[src/rtl/sq_commit_arb.sv]
`default_nettype none
// ============================================================================
// Module   : sq_commit_arb
// Purpose  : Store-queue commit arbiter. Counts stores retired by the ROB that
//            still have to be written to memory, and arbitrates one shared
//            memory command port between those committed stores and the load
//            unit. Stores and loads alternate round-robin unless the pending
//            counter is full, in which case stores win. Every command is held
//            until mem_ack and is followed by at least one IDLE cycle, so the
//            SQ head has advanced before the next store is latched.
// Ports    : clk, rst_n          - clock (rising edge), async active-low reset
//            rob_st_retire       - ROB retired one store this cycle
//            sq_head_addr/data   - address/data of the store at the SQ head
//            ld_req, ld_addr     - load request (held until ld_grant), address
//            mem_ack             - memory accepted the command this cycle
//            mem_cmd             - 0=NONE, 1=LOAD, 2=STORE (registered)
//            mem_addr, mem_data  - command address / store data (registered)
//            sq_rt_en            - pop the SQ head (store acknowledged)
//            ld_grant            - load acknowledged
//            pend_full           - pending counter saturated; stop retiring
//            ovf_err             - sticky: retire seen while pend_full
// Revision : 1.0 - initial release
// ============================================================================
module sq_commit_arb #(
  parameter int CNT_W = 3
) (
  input  logic        clk,
  input  logic        rst_n,
  input  logic        rob_st_retire,
  input  logic [63:0] sq_head_addr,
  input  logic [63:0] sq_head_data,
  input  logic        ld_req,
  input  logic [63:0] ld_addr,
  input  logic        mem_ack,
  output logic [1:0]  mem_cmd,
  output logic [63:0] mem_addr,
  output logic [63:0] mem_data,
  output logic        sq_rt_en,
  output logic        ld_grant,
  output logic        pend_full,
  output logic        ovf_err
);

  localparam logic [CNT_W-1:0] CNT_MAX   = '1;
  localparam logic [CNT_W-1:0] CNT_ONE   = {{(CNT_W-1){1'b0}}, 1'b1};
  localparam logic [1:0]       CMD_NONE  = 2'd0;
  localparam logic [1:0]       CMD_LOAD  = 2'd1;
  localparam logic [1:0]       CMD_STORE = 2'd2;

  typedef enum logic [1:0] {
    IDLE   = 2'd0,
    ST_REQ = 2'd1,
    LD_REQ = 2'd2
  } state_t;

  state_t           state_q,    state_d;
  logic [CNT_W-1:0] pend_cnt_q, pend_cnt_d;
  logic             last_st_q,  last_st_d;
  logic             ovf_err_q,  ovf_err_d;
  logic [1:0]       mem_cmd_q,  mem_cmd_d;
  logic [63:0]      mem_addr_q, mem_addr_d;
  logic [63:0]      mem_data_q, mem_data_d;

  logic             st_pend;
  logic             pick_st;
  logic             pick_ld;

  assign pend_full = (pend_cnt_q == CNT_MAX);
  assign ovf_err   = ovf_err_q;
  assign mem_cmd   = mem_cmd_q;
  assign mem_addr  = mem_addr_q;
  assign mem_data  = mem_data_q;

  // --------------------------------------------------------------------------
  // Arbitration FSM: next state, command registers and acknowledge pulses.
  // --------------------------------------------------------------------------
  always_comb begin
    state_d    = state_q;
    last_st_d  = last_st_q;
    mem_cmd_d  = mem_cmd_q;
    mem_addr_d = mem_addr_q;
    mem_data_d = mem_data_q;
    sq_rt_en   = 1'b0;
    ld_grant   = 1'b0;
    st_pend    = (pend_cnt_q != '0);
    pick_st    = 1'b0;
    pick_ld    = 1'b0;

    case (state_q)
      IDLE: begin
        // A full counter forces the store; otherwise alternate with the
        // type that was granted last (last_st_q=0 after reset -> store first).
        pick_st = st_pend && (!ld_req || pend_full || !last_st_q);
        pick_ld = ld_req && !pick_st;
        if (pick_st) begin
          state_d    = ST_REQ;
          mem_cmd_d  = CMD_STORE;
          mem_addr_d = sq_head_addr;
          mem_data_d = sq_head_data;
        end else if (pick_ld) begin
          state_d    = LD_REQ;
          mem_cmd_d  = CMD_LOAD;
          mem_addr_d = ld_addr;
          mem_data_d = 64'd0;
        end
      end

      ST_REQ: begin
        if (mem_ack) begin
          sq_rt_en   = 1'b1;
          last_st_d  = 1'b1;
          state_d    = IDLE;
          mem_cmd_d  = CMD_NONE;
          mem_addr_d = 64'd0;
          mem_data_d = 64'd0;
        end
      end

      LD_REQ: begin
        // Held to mem_ack even if ld_req drops; there is no abort path.
        if (mem_ack) begin
          ld_grant   = 1'b1;
          last_st_d  = 1'b0;
          state_d    = IDLE;
          mem_cmd_d  = CMD_NONE;
          mem_addr_d = 64'd0;
          mem_data_d = 64'd0;
        end
      end

      default: begin
        state_d    = IDLE;
        mem_cmd_d  = CMD_NONE;
        mem_addr_d = 64'd0;
        mem_data_d = 64'd0;
      end
    endcase
  end

  // --------------------------------------------------------------------------
  // Pending-commit counter. A retire and a pop in the same cycle cancel,
  // which also holds the counter at max when the ROB retires while full.
  // --------------------------------------------------------------------------
  always_comb begin
    pend_cnt_d = pend_cnt_q;
    ovf_err_d  = ovf_err_q | (rob_st_retire & pend_full);
    if (rob_st_retire && !sq_rt_en && !pend_full) begin
      pend_cnt_d = pend_cnt_q + CNT_ONE;
    end else if (sq_rt_en && !rob_st_retire) begin
      pend_cnt_d = pend_cnt_q - CNT_ONE;
    end
  end

  always_ff @(posedge clk or negedge rst_n) begin
    if (!rst_n) begin
      state_q    <= IDLE;
      pend_cnt_q <= '0;
      last_st_q  <= 1'b0;
      ovf_err_q  <= 1'b0;
      mem_cmd_q  <= CMD_NONE;
      mem_addr_q <= 64'd0;
      mem_data_q <= 64'd0;
    end else begin
      state_q    <= state_d;
      pend_cnt_q <= pend_cnt_d;
      last_st_q  <= last_st_d;
      ovf_err_q  <= ovf_err_d;
      mem_cmd_q  <= mem_cmd_d;
      mem_addr_q <= mem_addr_d;
      mem_data_q <= mem_data_d;
    end
  end

endmodule
`default_nettype wire

[config.mk]
export PLATFORM = sky130hd
export DESIGN_NAME = sq_commit_arb
export DESIGN_NICKNAME = d
export VERILOG_FILES = /design/src/rtl/sq_commit_arb.sv
export SDC_FILE = /design/constraint.sdc
export NUM_CORES = 1
export LEC_CHECK = 0
export BUFFER_PORTS_ARGS = -buffer_cell sky130_fd_sc_hd__buf_2
export CORE_AREA = 2 2 129 131
export DETAILED_ROUTE_END_ITERATION = 10
export DIE_AREA = 0 0 131 133
export PLACE_DENSITY = 0.68
export SETUP_SLACK_MARGIN = 0.4
export SYNTH_ARGS = -nofsm -noshare
export SYNTH_HDL_FRONTEND = slang
export SYNTH_SLANG_ARGS = --single-unit
[constraint.sdc]
create_clock -name clk -period 5.5 [get_ports clk]
set_input_delay 1.1 -clock clk [delete_from_list [all_inputs] [get_ports clk]]
set_output_delay 1.1 -clock clk [all_outputs]
set_load 0.005 [all_outputs]
; ---- Word level (Yosys, flattened, before mapping)
; Index checks and enable logic that the tools add are counted.
[totals]
register_bits = 137
latch_bits = 0
ramBits = 0
romBits = 0
inputBits = 197
word_cells = 60
memories = 0
[op_classes]
add_sub_neg = 2
multipliers = 0
div_mod_pow = 0
order_cmp = 0
eq_ne = 7
shifts = 0
n_mux = 22
bitwise_logic = 2
reduce_logical = 20
[op_table]
columns = cell, count
row1 = $mux W64, 5
row2 = $pmux W64 S2, 2
row3 = $mux W2, 5
row4 = $pmux W2 S2, 2
row5 = $logic_not A1 Y1, 6
row6 = $mux W3, 2
row7 = $logic_and A1 B1 Y1, 5
row8 = $mux W1, 5
row9 = $ne A2 B2 Y1 const B, 2
row10 = $reduce_bool A2 Y1, 2
row11 = $add A3 B1 Y3 const B, 1
row12 = $eq A3 B3 Y1 const B, 1
row13 = $ne A3 B3 Y1 const B, 1
row14 = $reduce_and A3 Y1, 1
row15 = $reduce_bool A3 Y1, 1
row16 = $sub A3 B1 Y3 const B, 1
row17 = $eq A2 B1 Y1 const B, 1
row18 = $eq A2 B2 Y1 const B, 1
row19 = $logic_not A2 Y1, 1
row20 = $logic_or A1 B1 Y1, 2
row21 = $ne A2 B1 Y1 const B, 1
row22 = $pmux W1 S2, 1
row23 = $reduce_and A2 Y1, 1
row24 = $reduce_or A2 Y1, 1
row25 = 2 further kinds, 2

; ---- Logic depth before layout (Yosys ltp)
[logic_depth]
ltp_word = 9
depth_mapped = 9
mapped_depth_nobuf = 9

; ---- Worst setup path after synthesis
; Ideal clock, no wire load.
[synth_timing]
kind = input to register
start = in mem_ack
end = reg mem_addr_q[24] (netlist: mem_addr[24])
arrival_ns = 2.322
required_time_ns = 5.374
path_slack_ns = 3.052
path_stages = 5
n_path_buf = 1
cell_sequence = nand2b_1 -> a21boi_2 -> clkbuf_1 -> and2b_1 -> a221o_1
[synth_via]
elab_chain_len = 2
[synth_lines]
columns = element, line_no
row1 = from (decl), 34  ; input logic mem_ack,
row2 = $ne A2 B1 Y1 (no line), n/a
row3 = $reduce_and A2 Y1 (no line), n/a
row4 = to (signal assigned), 169  ; mem_addr_q <= mem_addr_d;
row5 = to (decl), 61  ; logic [63:0] mem_addr_q, mem_addr_d;
; Every way passes these cells.
; A chain may end at the register's enable or synchronous reset.

; ---- Final worst setup path
[layout_timing]
start = in mem_ack
end = out sq_rt_en
[layout_via]
elab_chain_len = 2
[layout_lines]
columns = element, line_no
row1 = $mux W1, 109  ; if (mem_ack) begin
row2 = $mux W1, 89  ; case (state_q)
row3 = to (decl), 38  ; output logic sq_rt_en,
; Every way passes these cells.

==> flow_summary.json <==
{
  "timing.hold.worst.class": "reg2reg",
  "pwr-share-clk": 0.239,
  "route.detailed.vias_per_inst": 4.98,
  "synth-seq-cells": 135,
  "timing.clock.skew_ns": 0.0109,
  "cts_num_sinks": 135,
  "core_region_area_um2": 16200,
  "finalHoldViolations": 0,
  "net-switching-power_mw": 1.64,
  "layout_min_cycle_time_ns": 2.62,
  "die_width_um": 131,
  "total_leakage_power_nw": 4.25,
  "synth_enable_flop_cells": 0,
  "via_count": 4770,
  "crit_fanout": 4,
  "place_congestion": 0.782,
  "clk_pin_slew_ns": 0.06,
  "clock_tree_from_tritoncts": "done",
  "power.switching_fraction": 0.353,
  "p_per_area_nw_per_um2": 589,
  "wire_length_of_the_first_global_routing_pass_um": 24500,
  "overall_power_consumption_mw": 4.64,
  "dpl_ws_ns": 2.58,
  "cp-start-kind": "input pin",
  "utilization": 0.487,
  "grt_setup_unrepaired": "no",
  "netlist_instances": 402,
  "status": "finished, final reports clean",
  "routedWlPerCell_um": 17.2,
  "maxSlewHeadroom": 0.508,
  "drc": 0,
  "synth_top_cells_by_count": "dfrtp_1, a221o_1, a22o_1, nor2b_1, clkbuf_1",
  "sequentialPowerShare": 0.362,
  "timing.final.ws_setup_ns": 2.88,
  "cp.required_ns": 4.40,
  "p_int_mw": 3.00,
  "drtIter0Drc": 284,
  "grt_pass1_vias": 4529,
  "die-height_um": 133,
  "timing.critical_path.to_type": "output port",
  "tns_ns": 0,
  "mappedNetlistNets": 603,
  "timing_worst_setup_path_type": "in2out",
  "fin_nets": 924,
  "ir_drop_mv": 0.560,
  "synth.most_common_cell": "dfrtp_1",
  "netlist.area_leader.share": 0.614,
  "post-cts-setup-buffers": 0,
  "post_synth_num_cell_types": 31,
  "cts_max_path_buffers": 2,
  "grt_start_max_net_pins": 130,
  "floorplan_die_area_um2": 17400,
  "syn_to_final_growth_pct": 43.0,
  "worst-endpoint-arrival_ns": 1.52,
  "cts-hold-fix-buffers": 0,
  "post-route-period-util": 0.476,
  "clk-insertion-delay-late_ns": 0.42,
  "row_count": 47,
  "yosysWarnings": 0,
  "buffer_ports.inserted": 330,
  "number_of_antenna_violations_at_the_first_check_in_global_routing": 2,
  "synth_area_um2": 5510,
  "yosys-top-cells-area": "dfrtp_1, a221o_1, a22o_1",
  "root_buffer": "clkbuf_16",
  "finalSetupViolations": 0,
  "postRouteWirelength_um": 16500,
  "power.combinational.fraction": 0.399,
  "grt_overflow": 0,
  "cts_resized": 0,
  "layout-drive-gt1-share": 0.507,
  "ys_async_sr_fraction": 1.00,
  "io-pin-count": 331,
  "netlist.top_cell.by_area": "dfrtp_1",
  "max_clock_freq_ghz": 0.382,
  "cts_made_buffers": 17,
  "drt_pass_1_iters": 4,
  "synth-seq-area-share": 0.614,
  "worst_pin_slew_ns": 0.739,
  "synth-main-ff-cell": "dfrtp_1",
  "initial_utilization": 0.340,
  "grt.total_usage": 0.184,
  "htree_num_levels": 4,
  "detailed_place_hpwl_um": 11500,
  "synth.avg_cell_area_um2": 13.7,
  "drt.antenna.violating_nets": 0,
  "final_cell_area_um2": 7880,
  "placed_cell_area_um2": 7290,
  "timing.final.max_slew_violations": 0,
  "max_cap_viol_count": 0
}
==> power by group through the flow <==
stage	clock network, mW	logic, mW	registers, mW
6_report	1.11	1.85	1.68
5_1_grt	1.18	2.03	1.74
4_1_cts	1.14	1.88	1.68
3_5_place_dp	0	1.88	1.69
3_3_place_gp	0	1.85	1.69
2_1_floorplan	0	1.17	1.71
==> path summary, 6_finish.rpt <==
kind | from | endpoint | slack, ns | cells past startpoint
hold reg to reg | ovf_err | ovf_err | 0.46 | 1
setup reg to reg | state_q[0] | mem_addr[44] | 3.10 | 7
min in group asynchronous | rst_n | mem_addr[53] | 0.72 | 1
setup / recovery | mem_ack | sq_rt_en | 2.88 | 4
hold / removal | ovf_err | ovf_err | 0.46 | 1
max in group asynchronous | rst_n | mem_data[32] | 3.56 | 2
==> metrics by stage <==
step	hold WS, ns	std cells
2_1_floorplan	0.451	402
3_3_place_gp	0.450	924
3_5_place_dp	0.449	924
4_1_cts	0.463	956
5_1_grt	0.472	956
6_report	0.456	958
==> cells in the final DEF (no fill, tap or decap), drive strengths merged, types with 4 or more instances in the layout <==
master	instances
nor2b	52
nand2	6
clkinv	4
and2b	12
nor2	5
buf	335
a22o	64
dfrtp	135
clkbuf	18
inv	12
a221o	64
==> per-layer routing <==
metal,vias up,global-route usage,share of wire
li1,2193,-,-
met1,2353,0.225,0.41
met2,202,0.304,0.50
met3,22,0.0594,0.077
met4,0,0.0626,0.016
met5,-,0,0
==> critical path, stage by stage <==
cell	delay (ns)
buf_2	0.11
nand2_1	0.11
inv_1	0.07
buf_2	0.13
==> kinds of logic (layout without fill, tap and decap cells) <==
family          after synthesis  count (layout)  share of synthesized area
compound gates              138             138                      0.232
xor+xnor                      2               2                    0.00318
fa+ha+maj                     4               4                     0.0105
buf+inv                      39             373                     0.0441
flops                       135             135                      0.614
mux                           1               1                    0.00205
other cells                   0               2                          0
simple gates                 83              83                     0.0948
==> flip-flops by register name, indices dropped and copies added (netlist names) <==
signal,flops
mem_data,64
mem_addr,64
mem_cmd,1
state_q,1
last_st_q,1
pend_cnt_q,3
ovf_err,1
==> final cells by class <==
cell class / instances / area [µm²]
Timing Repair Buffer: 335 / 1710
Fill cell: 1505 / 8300
Tap cell: 220 / 275
Clock inverter: 14 / 139
Inverter: 6 / 22.5
Antenna cell: 2 / 5.00
Sequential cell: 135 / 3380
Multi-Input combinational cell: 228 / 1910
Clock buffer: 18 / 439
(Power assumes the default switching activity.)
